## src/rtl/sync_fifo.sv

```systemverilog
// ---------------------------------------------------------------------------
// sync_fifo -- parametrised single-clock FIFO (prefetch / byte / stage queue)
//
// Any DEPTH >= 2, including non-power-of-two; every entry is usable. The
// occupancy is a dedicated counter, so full/empty never depend on pointer
// tricks. Read port is either registered (FWFT=0) or fall-through (FWFT=1).
//
// Optional feature: define SYNC_FIFO_ERROR_FLAGS_EN to build the sticky
// overflow/underflow flag registers; otherwise both outputs are tied to 0.
//
// Ports:
//   clock         rising-edge clock
//   reset         synchronous active-low reset
//   flush         synchronous discard of all queued words
//   write_enable  push request,  write_data push word
//   read_enable   pop request,   read_data  pop word (timing per FWFT)
//   is_empty / is_full / almost_empty / almost_full  status from length
//   length        exact occupancy 0..DEPTH
//   overflow      sticky: push attempted while full
//   underflow     sticky: pop attempted while empty
// ---------------------------------------------------------------------------
module sync_fifo #(
   parameter int WIDTH_DATA   = 8,
   parameter int DEPTH        = 6,
   parameter int FWFT         = 0,
   parameter int ALMOST_FULL  = DEPTH - 1,
   parameter int ALMOST_EMPTY = 1
) (
   input  logic                         clock,
   input  logic                         reset,
   input  logic                         flush,
   input  logic                         write_enable,
   input  logic [WIDTH_DATA-1:0]        write_data,
   input  logic                         read_enable,
   output logic [WIDTH_DATA-1:0]        read_data,
   output logic                         is_empty,
   output logic                         is_full,
   output logic                         almost_empty,
   output logic                         almost_full,
   output logic [$clog2(DEPTH+1)-1:0]   length,
   output logic                         overflow,
   output logic                         underflow
);

   localparam int PTR_W = $clog2(DEPTH);
   localparam int LEN_W = $clog2(DEPTH + 1);

   localparam logic [PTR_W-1:0] PTR_LAST = PTR_W'(DEPTH - 1);
   localparam logic [LEN_W-1:0] LEN_FULL = LEN_W'(DEPTH);
   localparam logic [LEN_W-1:0] LEN_AF   = LEN_W'(ALMOST_FULL);
   localparam logic [LEN_W-1:0] LEN_AE   = LEN_W'(ALMOST_EMPTY);

   logic [WIDTH_DATA-1:0] ram [DEPTH];
   logic [PTR_W-1:0]      wr_ptr, rd_ptr;
   logic [LEN_W-1:0]      len_q;
   logic                  push_ok, pop_ok;

   // Explicit wrap so non-power-of-two depths step DEPTH-1 -> 0.
   function automatic logic [PTR_W-1:0] ptr_next(input logic [PTR_W-1:0] p);
      return (p == PTR_LAST) ? '0 : p + PTR_W'(1);
   endfunction

   assign length       = len_q;
   assign is_empty     = (len_q == '0);
   assign is_full      = (len_q == LEN_FULL);
   assign almost_empty = (len_q <= LEN_AE);
   assign almost_full  = (len_q >= LEN_AF);

   // Acceptance is judged on the pre-edge state only: no full-with-pop or
   // empty-with-push bypass. Reset and flush suppress both sides, which also
   // keeps the RAM and the read register untouched on those edges.
   assign push_ok = reset && !flush && write_enable && !is_full;
   assign pop_ok  = reset && !flush && read_enable  && !is_empty;

   always_ff @(posedge clock) begin
      if (!reset) begin
         wr_ptr <= '0;
         rd_ptr <= '0;
         len_q  <= '0;
      end else if (flush) begin
         wr_ptr <= '0;
         rd_ptr <= '0;
         len_q  <= '0;
      end else begin
         if (push_ok) wr_ptr <= ptr_next(wr_ptr);
         if (pop_ok)  rd_ptr <= ptr_next(rd_ptr);
         case ({push_ok, pop_ok})
            2'b10:   len_q <= len_q + LEN_W'(1);
            2'b01:   len_q <= len_q - LEN_W'(1);
            default: len_q <= len_q;
         endcase
      end
   end

   // Storage is deliberately not reset.
   always_ff @(posedge clock) begin
      if (push_ok) ram[wr_ptr] <= write_data;
   end

   generate
      if (FWFT != 0) begin : g_fwft
         // Head word is presented directly; meaningless while empty.
         assign read_data = ram[rd_ptr];
      end else begin : g_reg
         logic [WIDTH_DATA-1:0] rd_q;
         always_ff @(posedge clock) begin
            if (!reset)      rd_q <= '0;
            else if (pop_ok) rd_q <= ram[rd_ptr];
         end
         assign read_data = rd_q;
      end
   endgenerate

`ifdef SYNC_FIFO_ERROR_FLAGS_EN
   logic ovf_q, unf_q;
   // A rejected request during flush is not an error: the queue is being
   // discarded anyway.
   always_ff @(posedge clock) begin
      if (!reset) begin
         ovf_q <= 1'b0;
         unf_q <= 1'b0;
      end else if (!flush) begin
         if (write_enable && is_full)  ovf_q <= 1'b1;
         if (read_enable  && is_empty) unf_q <= 1'b1;
      end
   end
   assign overflow  = ovf_q;
   assign underflow = unf_q;
`else
   assign overflow  = 1'b0;
   assign underflow = 1'b0;
`endif

endmodule

```

## config.mk

```make
export PLATFORM = sky130hd
export DESIGN_NAME = sync_fifo
export DESIGN_NICKNAME = d
export VERILOG_FILES = /design/src/rtl/sync_fifo.sv
export SDC_FILE = /design/constraint.sdc
export NUM_CORES = 1
export LEC_CHECK = 0
export ABC_AREA = 1
export CAP_MARGIN = 20
export CORE_MARGIN = 1.5
export CORE_UTILIZATION = 36
export CTS_BUF_LIST = sky130_fd_sc_hd__clkbuf_8
export CTS_CLUSTER_DIAMETER = 150
export DETAILED_ROUTE_END_ITERATION = 16
export PLACE_DENSITY = 0.55
export SETUP_SLACK_MARGIN = 0.2
export SLEW_MARGIN = 40
export SYNTH_ARGS = -nofsm -noshare
export SYNTH_HDL_FRONTEND = slang
export SYNTH_SLANG_ARGS = --single-unit
```

## constraint.sdc

```tcl
create_clock -name clock -period 2.8 [get_ports clock]
set_clock_uncertainty 0.1 [all_clocks]
set_input_delay 0.28 -clock clock [delete_from_list [all_inputs] [get_ports clock]]
set_output_delay 0.28 -clock clock [all_outputs]
set_load 0.03 [all_outputs]
```

==> flow_summary.toml <==
[grt]
grt_busiest_layer = "met2"
grt_use_met3_pct = 2.709
grt_pass1_vias = 1886
grt_max_degree = 28
grt_util_met2_pct = 21.90
antenna_found_initial = 0
gr-total-overflow = 0
grtUsageMet1_pct = 19.10
grtUsageTotal_pct = 14.24
grt_pass1_wl_mm = 9.128

[cells_and_area]
drive_gt1_share_pct = 8.511
antenna_cells = 0
fill_cells = 769
synthToLayoutAreaGrowth_pct = 18.19
final_nets = 343

[synthesis]
synth_compound_area_share_pct = 5.374
synth_area_um2 = 2910
ys_warn_count = 0
synthMuxAreaShare_pct = 0
synth_area_leaders = "edfxtp_1, dfxtp_1, nand3_1, inv_1, nand2_1"
yosysTopAreaCell = "edfxtp_1"
ys_async_sr_fraction_pct = 0
yosys.area.top_type_share_pct = 49.53
syn_inst = 290
synth_top_family_by_area = "simple AND/OR/NAND/NOR gates"
ys_seq_elements = 65
syn_avg_cell_area_um2 = 10.04
synthSimpleGateAreaFrac_pct = 19.56
netlist_top_cells_count = "edfxtp_1, inv_1, nand2_1"
ys_seq_area_share_pct = 61.22
synthXorXnorAreaFrac_pct = 0.6019
synth_edf_count = 48
synth_ff_type = "edfxtp_1"
synth_cell_types = 26
yosys.cell_count.top_type = "edfxtp_1"
synthAdderAreaFrac_pct = 2.580

[cts]
cts_buffers = 9
cts.repair.resized = 0
clockRootBuffer = "clkbuf_8"
cts_setup_buffers = 0
clk_pin_slew_worst_paths_ns = 0.07
cts_sinks = 65
cts_tree = "built"
clk_latency_ns = 0.33
hold_buffers = 0
cts_buffer_depth = 2
htreeDepth = 3

[setup_path]
end_kind = "primary output"
reg2reg_to = "length[2]"
reg2regPathDepth = 11
worstPathArrival_ns = 1.95
cp_max_fo = 7
cp_slowest_stage_delay_ns = 0.70
crit_top_cell = "inv_1"
rr_startpoint = "length[0]"
start_kind = "register"
cp_cell_sequence = "inv_1 > ha_1 > inv_1 > nor2_4 > clkdlybuf4s50_1"
path_class = "reg -> out"
crit_slowest_cell = "clkdlybuf4s50_1"
r2r_slack_ns = 0.75
crit_required_ns = 2.42

[detailed_routing]
drtPass1Iterations = 4
drc_errors = 0
num_vias = 1935
final_antenna_net_count = 0
routed_wl_mm = 5.435
wl_per_cell_um = 12.61
routed_via_density = 4.490
drtIter0Drc = 93

[power]
irDropWorstVdd_uv = 246.4
p_leak_uw = 0.001415
pwr-share-comb_pct = 5.1
switching_share_pct = 20.85
clkPwrFrac_pct = 38.7
power_uw = 1858
internal-power_uw = 1471
power_density_nw_per_um2 = 540.3
power.switching_uw = 387.4
seq_power_share_pct = 56.2

[die]
die_y_um = 92.91
initial_core_util_pct = 37.47
std_cell_rows = 32
core_region_area_um2 = 7767
dieArea_um2 = 8632
pin_count = 30
die_x_um = 92.91

[timing]
fmax_mhz = 429.2
hold_viol = 0
timing.setup.tns_ns = 0
maxSlewViolCount = 0
fin_ws_ns = 0.4699
rsz0062_at_grt = "false"
maxSlewHeadroom_pct = 58.81
tightestPinTransition_ns = 0.6156
final.min_clock_period_ns = 2.330
setup_viol = 0
post-route-period-util_pct = 83.22

[hold_path]
min_to = "read_data[4]"
min_path_cells = 2
hp-start = "read_data[4]"
hold_path_class = "reg -> reg"

[placed_design]
dp_hpwl_mm = 3.641
portBuffers = 27
gp_congestion = 0.7183
pre_cts_slack_ns = 0.4288

[run]
maxCapViolCount = 0

[run_status]
status = "finished, final reports clean"
[power by group through the flow]
stage                     clock [µW]  combinational [µW]  sequential (µW)
after floorplan                    0                48.9             1070
after global placement             0                94.9             1060
after detailed placement           0                96.5             1060
after CTS                        744                96.8             1040
after global routing             776                 106             1040
final                            719                95.3             1040
[cell usage in the layout, fill, tap and decap left out, types with 2 or more instances in the layout]
cell             Yosys  routed
edfxtp_1            48      48
buf_4                4       8
nand3_1             41      41
nor2_4               2       2
o21ai_0              3       3
clkinv_1             1       4
dfxtp_1             17      17
clkdlybuf4s50_1      0      27
clkbuf_8             0       9
conb_1               1       2
xor2_1               2       2
inv_2                3       3
a21oi_1             26      26
inv_1               46      48
nor2_1              23      23
ha_1                 6       6
nor4_1               3       3
nand2_1             46      46
nor3_1               3       3
[sequential cells by signal, summed over array words and instances, names as in the netlist]
name / flops
length: 3
ram: 48
rd_ptr: 3
wr_ptr: 3
read_data: 8
[metrics by stage]
stage               std cells  hold slack [ns]  cell area [µm²]  util (%)
floorplan                 291           0.2789             2914         -
global placement          415           0.3808             3262     41.99
detailed placement        415           0.3891             3262     41.99
CTS                       431           0.4047             3440     44.28
global route              431           0.4272             3440     44.28
finish                    431           0.3996             3440     44.28
[kinds of logic (layout without fill, tap and decap cells)]
kind of cell | count (synthesis) | in the layout
buf+inv | 64 | 102
xor+xnor | 2 | 2
flops | 65 | 65
simple gates | 121 | 121
fa+ha+maj | 6 | 6
other cells | 1 | 2
compound gates | 31 | 31
[metal layers]
layer  share of wire (%)  vias to the layer above
li1                    -                     1011
met1                  48                      883
met2                  46                       36
met3                 4.7                        5
met4                 1.2                        0
met5                   0                        -
[worst max-delay path by stage]
stage,start,cells past startpoint,slack (ns),end
final,length[0],5,0.47,is_empty
after global placement,reset,9,0.47,length[2]
after global routing,length[0],5,0.34,is_empty
after CTS,length[0],5,0.44,is_empty
after floorplan,length[0],7,0.22,ram[4][0]
after detailed placement,reset,9,0.43,length[2]
[worst max-delay path: cells and delay by family (launching register included)]
family	cells	cell delay (ns)
adders and majority gates	1	0.18
and+or+nand+nor	1	0.16
DFF	1	0.34
buffers and inverters	3	0.95
[layout make-up]
class / count / area [µm²] / share of cell area [%]
clock buffer: 9 / 123.9 / 3.601
clock inverter: 7 / 53.80 / 1.564
inverter: 51 / 196.4 / 5.711
multi-input combinational: 162 / 825.8 / 24.01
sequential: 65 / 1782 / 51.80
tap: 102 / 127.6 / 3.710
timing repair buffer: 35 / 330.3 / 9.603
No activity file was read; power rests on OpenSTA's default activity.
